<file path="src/rtl/riscv_pkg.sv">
// Shared RV32I encodings for the fetch/decode front end: opcodes, funct3 codes,
// ALU control values, the controller state type and a funct3-to-ALU helper.
package riscv_pkg;

  localparam logic [6:0] OPC_OP     = 7'b0110011;
  localparam logic [6:0] OPC_OP_IMM = 7'b0010011;
  localparam logic [6:0] OPC_BRANCH = 7'b1100011;

  localparam logic [2:0] F3_ADD = 3'b000;
  localparam logic [2:0] F3_SLT = 3'b010;
  localparam logic [2:0] F3_OR  = 3'b110;
  localparam logic [2:0] F3_AND = 3'b111;
  localparam logic [2:0] F3_BEQ = 3'b000;
  localparam logic [2:0] F3_BNE = 3'b001;

  localparam logic [6:0] F7_BASE = 7'b0000000;
  localparam logic [6:0] F7_ALT  = 7'b0100000;

  localparam logic [2:0] ALU_ADD = 3'b000;
  localparam logic [2:0] ALU_SUB = 3'b001;
  localparam logic [2:0] ALU_AND = 3'b010;
  localparam logic [2:0] ALU_OR  = 3'b011;
  localparam logic [2:0] ALU_SLT = 3'b101;

  typedef enum logic [1:0] {FETCH, WAIT, EXEC, HALT} state_t;

  typedef struct packed {
    logic       valid;
    logic [2:0] ctrl;
  } alu_sel_t;

  // OP and OP-IMM share the same funct3 -> ALU mapping for the supported subset.
  function automatic alu_sel_t aluForFunct3(input logic [2:0] funct3);
    alu_sel_t sel;
    sel.valid = 1'b1;
    sel.ctrl  = ALU_ADD;
    case (funct3)
      F3_ADD:  sel.ctrl = ALU_ADD;
      F3_SLT:  sel.ctrl = ALU_SLT;
      F3_OR:   sel.ctrl = ALU_OR;
      F3_AND:  sel.ctrl = ALU_AND;
      default: sel.valid = 1'b0;
    endcase
    return sel;
  endfunction

endpackage

</file>
<file path="src/rtl/instr_decoder.sv">
// Combinational RV32I decoder for the supported OP / OP-IMM / BRANCH subset;
// flags every other encoding as illegal.
module instr_decoder
  import riscv_pkg::*;
#(
  parameter int DATAWIDTH = 32,
  parameter int REGWIDTH  = 5
) (
  input  logic [31:0]          instr_i,
  output logic [REGWIDTH-1:0]  rs1_o,
  output logic [REGWIDTH-1:0]  rs2_o,
  output logic [REGWIDTH-1:0]  rd_o,
  output logic                 regWrite_o,
  output logic                 aluSrc_o,
  output logic [2:0]           aluCtrl_o,
  output logic [DATAWIDTH-1:0] immOp_o,
  output logic                 isBranch_o,
  output logic                 isBne_o,
  output logic                 illegal_o
);

  logic [6:0]           opcode;
  logic [2:0]           funct3;
  logic [6:0]           funct7;
  logic [DATAWIDTH-1:0] immI;
  logic [DATAWIDTH-1:0] immB;
  alu_sel_t             aluSel;

  assign opcode = instr_i[6:0];
  assign funct3 = instr_i[14:12];
  assign funct7 = instr_i[31:25];
  assign immI   = {{(DATAWIDTH-12){instr_i[31]}}, instr_i[31:20]};
  assign immB   = {{(DATAWIDTH-13){instr_i[31]}}, instr_i[31], instr_i[7],
                   instr_i[30:25], instr_i[11:8], 1'b0};
  assign aluSel = aluForFunct3(funct3);

  always_comb begin
    rs1_o      = instr_i[19:15];
    rs2_o      = instr_i[24:20];
    rd_o       = instr_i[11:7];
    regWrite_o = 1'b0;
    aluSrc_o   = 1'b0;
    aluCtrl_o  = ALU_ADD;
    immOp_o    = immI;
    isBranch_o = 1'b0;
    isBne_o    = 1'b0;
    illegal_o  = 1'b1;
    case (opcode)
      OPC_OP_IMM: begin
        aluSrc_o   = 1'b1;
        aluCtrl_o  = aluSel.ctrl;
        regWrite_o = aluSel.valid;
        illegal_o  = !aluSel.valid;
      end
      OPC_OP: begin
        // funct7[5] is only meaningful on the add/sub slot; anything else is rejected.
        if (funct7 == F7_BASE) begin
          aluCtrl_o  = aluSel.ctrl;
          regWrite_o = aluSel.valid;
          illegal_o  = !aluSel.valid;
        end else if (funct7 == F7_ALT && funct3 == F3_ADD) begin
          aluCtrl_o  = ALU_SUB;
          regWrite_o = 1'b1;
          illegal_o  = 1'b0;
        end
      end
      OPC_BRANCH: begin
        aluCtrl_o = ALU_SUB;
        immOp_o   = immB;
        rd_o      = '0;
        if (funct3 == F3_BEQ || funct3 == F3_BNE) begin
          isBranch_o = 1'b1;
          isBne_o    = (funct3 == F3_BNE);
          illegal_o  = 1'b0;
        end
      end
      default: ;
    endcase
  end

endmodule

</file>
<file path="src/rtl/fetch_decode_ctrl.sv">
// RV32I front end: fetch FSM over a valid/ready instruction port, instruction
// register, PC with branch resolution from EQ, and gated datapath controls.
module fetch_decode_ctrl
  import riscv_pkg::*;
#(
  parameter int                   DATAWIDTH = 32,
  parameter int                   REGWIDTH  = 5,
  parameter logic [DATAWIDTH-1:0] RESET_PC  = '0
) (
  input  logic                 clk,
  input  logic                 rst_n,
  output logic                 imem_req_valid,
  input  logic                 imem_req_ready,
  output logic [DATAWIDTH-1:0] imem_addr,
  input  logic                 imem_rsp_valid,
  input  logic [DATAWIDTH-1:0] imem_rsp_data,
  input  logic                 EQ,
  output logic [REGWIDTH-1:0]  rs1,
  output logic [REGWIDTH-1:0]  rs2,
  output logic [REGWIDTH-1:0]  rd,
  output logic                 RegWrite,
  output logic                 ALUsrc,
  output logic [2:0]           ALUctrl,
  output logic [DATAWIDTH-1:0] ImmOp,
  output logic [DATAWIDTH-1:0] pc,
  output logic                 retire,
  output logic                 illegal
);

  state_t               state_q, state_d;
  logic [DATAWIDTH-1:0] pc_q, pc_d;
  logic [DATAWIDTH-1:0] instr_q, instr_d;
  logic                 illegal_q, illegal_d;

  logic                 inExec;
  logic                 reqValid;
  logic                 branchTaken;
  logic [DATAWIDTH-1:0] decIn;
  logic [REGWIDTH-1:0]  decRs1, decRs2, decRd;
  logic                 decRegWrite, decAluSrc, decIsBranch, decIsBne, decIllegal;
  logic [2:0]           decAluCtrl;
  logic [DATAWIDTH-1:0] decImm;

  // In WAIT the decoder looks at the arriving word so the HALT decision needs no extra cycle.
  assign decIn = (state_q == WAIT) ? imem_rsp_data : instr_q;

  instr_decoder #(
    .DATAWIDTH (DATAWIDTH),
    .REGWIDTH  (REGWIDTH)
  ) u_decoder (
    .instr_i    (decIn),
    .rs1_o      (decRs1),
    .rs2_o      (decRs2),
    .rd_o       (decRd),
    .regWrite_o (decRegWrite),
    .aluSrc_o   (decAluSrc),
    .aluCtrl_o  (decAluCtrl),
    .immOp_o    (decImm),
    .isBranch_o (decIsBranch),
    .isBne_o    (decIsBne),
    .illegal_o  (decIllegal)
  );

  assign branchTaken = decIsBranch && (decIsBne ? !EQ : EQ);

  always_ff @(posedge clk or negedge rst_n) begin
    if (!rst_n) begin
      state_q   <= FETCH;
      pc_q      <= RESET_PC;
      instr_q   <= '0;
      illegal_q <= 1'b0;
    end else begin
      state_q   <= state_d;
      pc_q      <= pc_d;
      instr_q   <= instr_d;
      illegal_q <= illegal_d;
    end
  end

  always_comb begin
    state_d   = state_q;
    pc_d      = pc_q;
    instr_d   = instr_q;
    illegal_d = illegal_q;
    reqValid  = 1'b0;
    inExec    = 1'b0;
    case (state_q)
      FETCH: begin
        reqValid = 1'b1;
        if (imem_req_ready) state_d = WAIT;
      end
      WAIT: begin
        if (imem_rsp_valid) begin
          instr_d = imem_rsp_data;
          if (decIllegal) begin
            illegal_d = 1'b1;
            state_d   = HALT;
          end else begin
            state_d = EXEC;
          end
        end
      end
      EXEC: begin
        inExec  = 1'b1;
        pc_d    = branchTaken ? pc_q + decImm : pc_q + DATAWIDTH'(4);
        state_d = FETCH;
      end
      HALT: ;
      default: state_d = FETCH;
    endcase
  end

  assign imem_req_valid = reqValid && rst_n;
  assign imem_addr      = pc_q;
  assign pc             = pc_q;
  assign retire         = inExec;
  assign illegal        = illegal_q;
  assign rs1            = inExec ? decRs1 : '0;
  assign rs2            = inExec ? decRs2 : '0;
  assign rd             = inExec ? decRd : '0;
  assign RegWrite       = inExec && decRegWrite;
  assign ALUsrc         = inExec && decAluSrc;
  assign ALUctrl        = inExec ? decAluCtrl : 3'b000;
  assign ImmOp          = inExec ? decImm : '0;

endmodule

</file>
<file path="config.mk">
export PLATFORM = sky130hd
export DESIGN_NAME = fetch_decode_ctrl
export DESIGN_NICKNAME = d
export VERILOG_FILES = /design/src/rtl/riscv_pkg.sv /design/src/rtl/instr_decoder.sv /design/src/rtl/fetch_decode_ctrl.sv
export SDC_FILE = /design/constraint.sdc
export NUM_CORES = 1
export LEC_CHECK = 0
export CORE_UTILIZATION = 42
export DETAILED_ROUTE_END_ITERATION = 10
export GPL_ROUTABILITY_DRIVEN = 1
export PLACE_DENSITY_LB_ADDON = 0.25
export SYNTH_ARGS = -nofsm -noshare
export SYNTH_HDL_FRONTEND = slang
export SYNTH_HIERARCHICAL = 1
export SYNTH_SLANG_ARGS = --single-unit
</file>
<file path="constraint.sdc">
create_clock -name clk -period 5.5 [get_ports clk]
set_clock_uncertainty 0.05 [all_clocks]
set_input_delay 1.375 -clock clk [delete_from_list [all_inputs] [get_ports clk]]
set_output_delay 1.375 -clock clk [all_outputs]
set_load 0.03 [all_outputs]
</file>
## Word-level counts from Yosys, hierarchy flattened

Cells that the tools add are included.

| storage, ports and cells | value |
|---|---|
| register bits | 67 |

| cells by class | value |
|---|---|
| add/sub/neg operators | 2 |
| eq/ne operators | 12 |
| mux-type cells | 33 |
| reductions and logical operators | 16 |

Operators by type and width:

| operator | count |
|---|---|
| 32-bit 2-to-1 mux | 3 |
| 32-bit by 3-bit adder with 32-bit output, second input constant | 1 |
| 32-bit adder | 1 |
| 5-bit 2-to-1 mux | 4 |
| 3-bit case mux with 3 select lines | 2 |
| 1-bit 2-to-1 mux | 16 |
| 7-bit by 6-bit == test with 1-bit output, second input constant | 2 |
| 12-bit 2-to-1 mux | 1 |
| 7-bit by 5-bit == test with 1-bit output, second input constant | 1 |
| 7-bit == test, second input constant | 1 |
| 7-bit zero test | 1 |
| 3-bit == test, second input constant | 2 |
| 3-bit 2-to-1 mux | 2 |
| 2-bit case mux with 3 select lines | 1 |
| 3-bit AND reduction | 2 |
| 1-bit logical AND | 5 |
| 2-bit 2-to-1 mux | 2 |
| 2-bit != test, second input constant | 2 |
| 4-bit OR reduction | 1 |
| 3-bit by 1-bit == test with 1-bit output, second input constant | 1 |
| 3-bit by 2-bit == test with 1-bit output, second input constant | 1 |
| 3-bit zero test | 1 |
| 1-bit case mux with 3 select lines | 1 |
| 3-bit nonzero test | 1 |
| 7 further kinds | 8 |

## Logic depth before layout (Yosys ltp)

Gate-level depths: netlist (run 1).

| logic depth | value |
|---|---|
| depth after elaboration | 11 |
| depth in mapped cells | 20 |
| gate-level depth less buffers | 17 |

## Modules after synthesis

Netlist (run 1), hierarchy kept.

By module, submodules not included:

| module | times used | cells each | area each (um2) | sequential area each (um2) |
|---|---|---|---|---|
| fetch_decode_ctrl | 1 | 669 | 5880.6 | 1676.6 |
| instr_decoder | 1 | 71 | 534.3 | 0.0 |

## Worst setup path after synthesis (run 1)

Ideal clock, no wire load.

| path | value |
|---|---|
| path type | input to register |
| from | input port imem_rsp_data[3] |
| to | register pc_q[31], in the netlist imem_addr[31] |
| arrival | 4692 ps |
| slack | 622 ps |
| cell stages on the path | 15 |
| path buffers | 1 |
| cells stage by stage | mux2_2 > nor4bb_1 > and4b_1 > buf_2 > mux2_2 > ha_1 > o211ai_1 > o211ai_2 > a2111oi_4 > o41ai_4 > a21oi_2 > o21ai_1 > o21ai_1 > o211ai_1 > xor2_1 |

| on the way | value |
|---|---|
| elaborated cells on any way between the ends | 9 |
| those cells by class | add/sub (1); eq/ne (1); mux (6); reduce/logical (1) |

RTL lines:

| element | line | source |
|---|---|---|
| start, declared | fetch_decode_ctrl.sv:16 | `input logic [DATAWIDTH-1:0] imem_rsp_data,` |
| 32-bit 2-to-1 mux | fetch_decode_ctrl.sv:45 | `assign decIn = (state_q == WAIT) ? imem_rsp_data : instr_q;` |
| 7-bit == test | instr_decoder.sv:48 | `case (opcode)` |
| 12-bit 2-to-1 mux | instr_decoder.sv:48 |  |
| via decImm[2] | fetch_decode_ctrl.sv:42 | `logic [DATAWIDTH-1:0] decImm;` |
| 32-bit adder | fetch_decode_ctrl.sv:105 | `pc_d = branchTaken ? pc_q + decImm : pc_q + DATAWIDTH'(4);` |
| 32-bit 2-to-1 mux | fetch_decode_ctrl.sv:105 |  |
| end signal, assigned | fetch_decode_ctrl.sv:74 | `pc_q <= pc_d;` |
| end, declared | fetch_decode_ctrl.sv:31 | `logic [DATAWIDTH-1:0] pc_q, pc_d;` |

The timed path passes the listed nets, and every way through them passes these cells.
A chain may end at the register's enable or synchronous reset.

## Worst setup path in the final report (run 1)

| path | value |
|---|---|
| from | input port imem_rsp_data[3] |
| to | output port ImmOp[4] |

| on the way | value |
|---|---|
| word-level cells in the longest chain between the ends | 4 |

RTL lines:

| element | line | source |
|---|---|---|
| 32-bit 2-to-1 mux | fetch_decode_ctrl.sv:45 |  |
| via decIn[3] | fetch_decode_ctrl.sv:38 | `logic [DATAWIDTH-1:0] decIn;` |
| 7-bit == test | instr_decoder.sv:48 |  |
| 12-bit 2-to-1 mux | instr_decoder.sv:48 |  |
| via decImm[4] | fetch_decode_ctrl.sv:42 |  |
| 32-bit 2-to-1 mux | fetch_decode_ctrl.sv:124 | `assign ImmOp = inExec ? decImm : '0;` |
| end, declared | fetch_decode_ctrl.sv:24 | `output logic [DATAWIDTH-1:0] ImmOp,` |

The timed path passes the listed nets, and every way through them passes these cells.

==> impl_results.md, run 1 <==
- Status: finished with violations
- Violated checks: design-rule violations
- Yosys cell types: 79
- Final WL: between 15000 and 20000 microns
- Leakage: 3.36 nW
- Relative slew slack: about two fifths
- Io pins: around 160
- Peak VDD IR: slightly above 0.2 mV
- DRC errors left: 11
- Main area contributors after synthesis: dfrtp_1 (26%), mux2_2 (12%), buf_4 (8.2%)
- Post-synth EDFFs: 0
- WL per Instance: about 17 microns
- RD Place Congestion: ~0.94
- Fin crit share: a little over nine tenths
- # Max-Cap Violations: 0
- Synth Cell Area: 6410 sq um
- Pin count of the biggest net entering global routing: 71
- Hold Fails Final Rpt: 0
- Area grow syn2layout: 23.9%
- Drt first-iter violations: between 400 and 500
- I/O Buffers: about 160
- Setup CP Type: in -> out
- Fin area: a little under 8000 sq um
- Worst path max stage delay: 0.59 ns
- Part of the power in the clock network: about 15%
- Finish-stage setup viols: 0
- Kind of end point of the critical path: output port
- Synth warn: 6
- Crit path time final: approximately 5.4 ns
- Area after DPL: ~7700 sq um
- Clock buffer count from CTS: 9
- Post-synthesis net count: 810
- CTS Root Cell: clkbuf_16
- Crit Path Max Fanout: 4
- Total power: ~3.5 mW
- Kind of start point of the critical path: input port
- Die area: 15800 sq um
- Htree depth: 3
- HP Start: instr_q[1]
- Hpwl dp: about 13000 microns
- NetSw: between 1.5 and 2 mW
- Die X: ~130 microns
- Cells after DPL: 1000
- P_int: roughly 2.0 mW
- WHS: 0.451 ns
- Cell count after synthesis: 740
- Crit. Startpoint: imem_rsp_data[3]
- Pwr/cell area: approximately 450 nW/um^2
- RR Startpoint: state_q[1]
- Synth Flop Type: dfrtp_1
- Detailed-route via count: between 5000 and 6000
- # diodes: 0
- FMAX: roughly 180 MHz
- First-pass GRT wire length: 29000 microns
- Slowest-stage cell, CP: clkdlybuf4s50_1
- Vias/cell: 5.63
- Share of the synthesized area in the top cell type: 26.1%
- Starting Density: 43.6%
- Worst slew pin tran: around 0.9 ns
- Yosys top cell by area: dfrtp_1
- Sequential power share: between 20% and 30%
- Initial antenna violation count: 0
- # hold bufs at CTS: 0
- Layout Cells excl Fill: 1016
- Critical Path RT: 4.07 ns
- Clock latency on the worst-skew pair: approximately 0.34 ns
- Gr usage total: between 20 and 25%
- Final nets: ~900
- Row count: 44
- Final Max Slew Viols: 0
- Worst R2R Setup Slack: 0.81 ns
- Yosys reg bits: 67
- Sw Share: between 40 and 50%
- Share of layout cells above drive strength 1: between 15 and 20%
- Ys async rst share: 100%
- Gate power share: a little under two thirds
- CTS Buffer Depth: 2
- Core area: ~15000 sq um
- Avg Cell Area, Syn: 8.67 sq um
- Seq/Total Area, Yosys: 26.1%
- Detail Route Antenna Nets: 0
- Vias in the first global route: approximately 5600
- Drt pass-1 iters: 11
- Worst path cell trace: clkdlybuf4s50_1 -> mux2_2 -> nor4bb_2 -> and4b_2 -> buf_4 -> mux2_2 -> and2_1 -> clkdlybuf4s50_1
- Reg clk slew, reported paths: 0.06 ns
- CTS tree: yes
- Die height: 126 microns
- Clock Sinks: 67
- Worst Hold Class: reg -> reg
- Global route overflow: 0
- CP arrival: 4.02 ns
-- Yosys cell counts, types with 9 or more instances --
cell type / number
a21o_1: 16
a21oi_1: 65
and2_1: 58
buf_4: 70
clkbuf_1: 23
dfrtp_1: 67
ha_1: 32
inv_1: 12
mux2_2: 70
nand2_1: 44
nand3_1: 22
nand4_1: 9
nor2_1: 46
o21ai_0: 32
o22ai_1: 10
xnor2_1: 13
xor2_1: 16
-- cell families after synthesis --
logic type	after synthesis	synth area share [%]
DFF	67	26.1
muxes	71	12.4
buffers and inverters	120	12.2
xor gates and xnor gates	29	3.96
and+or+nand+nor	232	19.4
AOI/OAI and AO/OA	188	19.3
adders and majority gates	33	6.55
-- sequential cells by signal, summed over array words and instances, names as in the netlist --
register	cells
state_q	2
instr_q	32
illegal	1
imem_addr	32
-- what timing repair did --
action,in CTS,in global routing
hold endpoints to repair,0,0
setup endpoints to repair,1,7
resized for setup,1,5
setup buffers,0,0
-- stage by stage --
step	utilization [%]	TNS (ns)	setup slack, ns
final	54.1	0	0.0565
after detailed placement	52.1	-0.161	-0.0701
after global placement	52.1	0	0.0359
after CTS	53.9	0	0.0688
after global routing	54.1	-0.0174	-0.0174
after floorplan	-	0	0.622
-- layer usage --
metal  GRT usage, %  wire [microns]  up-vias
li1               -               -     2766
met1           30.8            8160     2741
met4           8.54             395        0
met5              0               0        -
met2           36.7            8110      184
met3           2.82             781       27
-- power groups by stage --
stage | Combinational (mW) | Sequential [mW] | Clock (mW)
2_1_floorplan | 1.86 | 0.760 | 0
3_3_place_gp | 2.21 | 0.736 | 0
3_5_place_dp | 2.23 | 0.750 | 0
4_1_cts | 2.25 | 0.742 | 0.544
5_1_grt | 2.47 | 0.770 | 0.566
6_report | 2.26 | 0.745 | 0.536
-- placed cells by master, fill, tap and decap left out, types with 3 or more instances in the layout --
cell type and n:
nand2_1 44, nand3_1 22, inv_1 12, o22ai_1 10
a21oi_1 65, o21ai_0 32, o211ai_1 7, clkdlybuf4s50_1 147
a21o_1 16, a31oi_1 8, and4_1 3, dlymetal6s2s_1 3
o31ai_1 3, nor3_1 8, nor2b_1 7, o21ai_1 6
and3_1 6, buf_4 31, and2_1 58, nor2_1 46
nor4_1 5, xnor2_1 13, nand4_1 9, o21a_1 5
xor2_1 16, mux2_2 70, nand2b_1 3, clkbuf_16 9
o21bai_1 3, dfrtp_1 67, ha_1 32, a211oi_1 4
-- critical path: cells and delay by family --
family	cells	cell delay, ns
mux	2	0.63
simple gates	3	0.85
buf+inv	3	1.16
-- area by class of cell --
cell class                      instances  area, sq um
Inverter                               13         48.8
Sequential cell                        67         1680
Fill cell                            1344         6750
Clock inverter                          6         42.5
Tap cell                              184          230
Clock buffer                           10          229
Timing Repair Buffer                  183         1760
Multi-Input combinational cell        553         3960
-- final timing paths --
| check | endpoint | cells after the start |
|---|---|---|
| max | ImmOp[4] | 8 |
| min | instr_q[1] | 1 |
| max reg2reg | imem_addr[22] | 18 |
| min reg2reg | instr_q[1] | 1 |
| max in group asynchronous | imem_addr[14] | 2 |
| min in group asynchronous | instr_q[21] | 2 |
(Power assumes the default switching activity.)
==> run 2, diff against run 1 <==
Settings changed: CAP_MARGIN set to 20.
==> results of run 2 <==
Same layout as run 1: the final DEF is identical, and so are final timing and power.
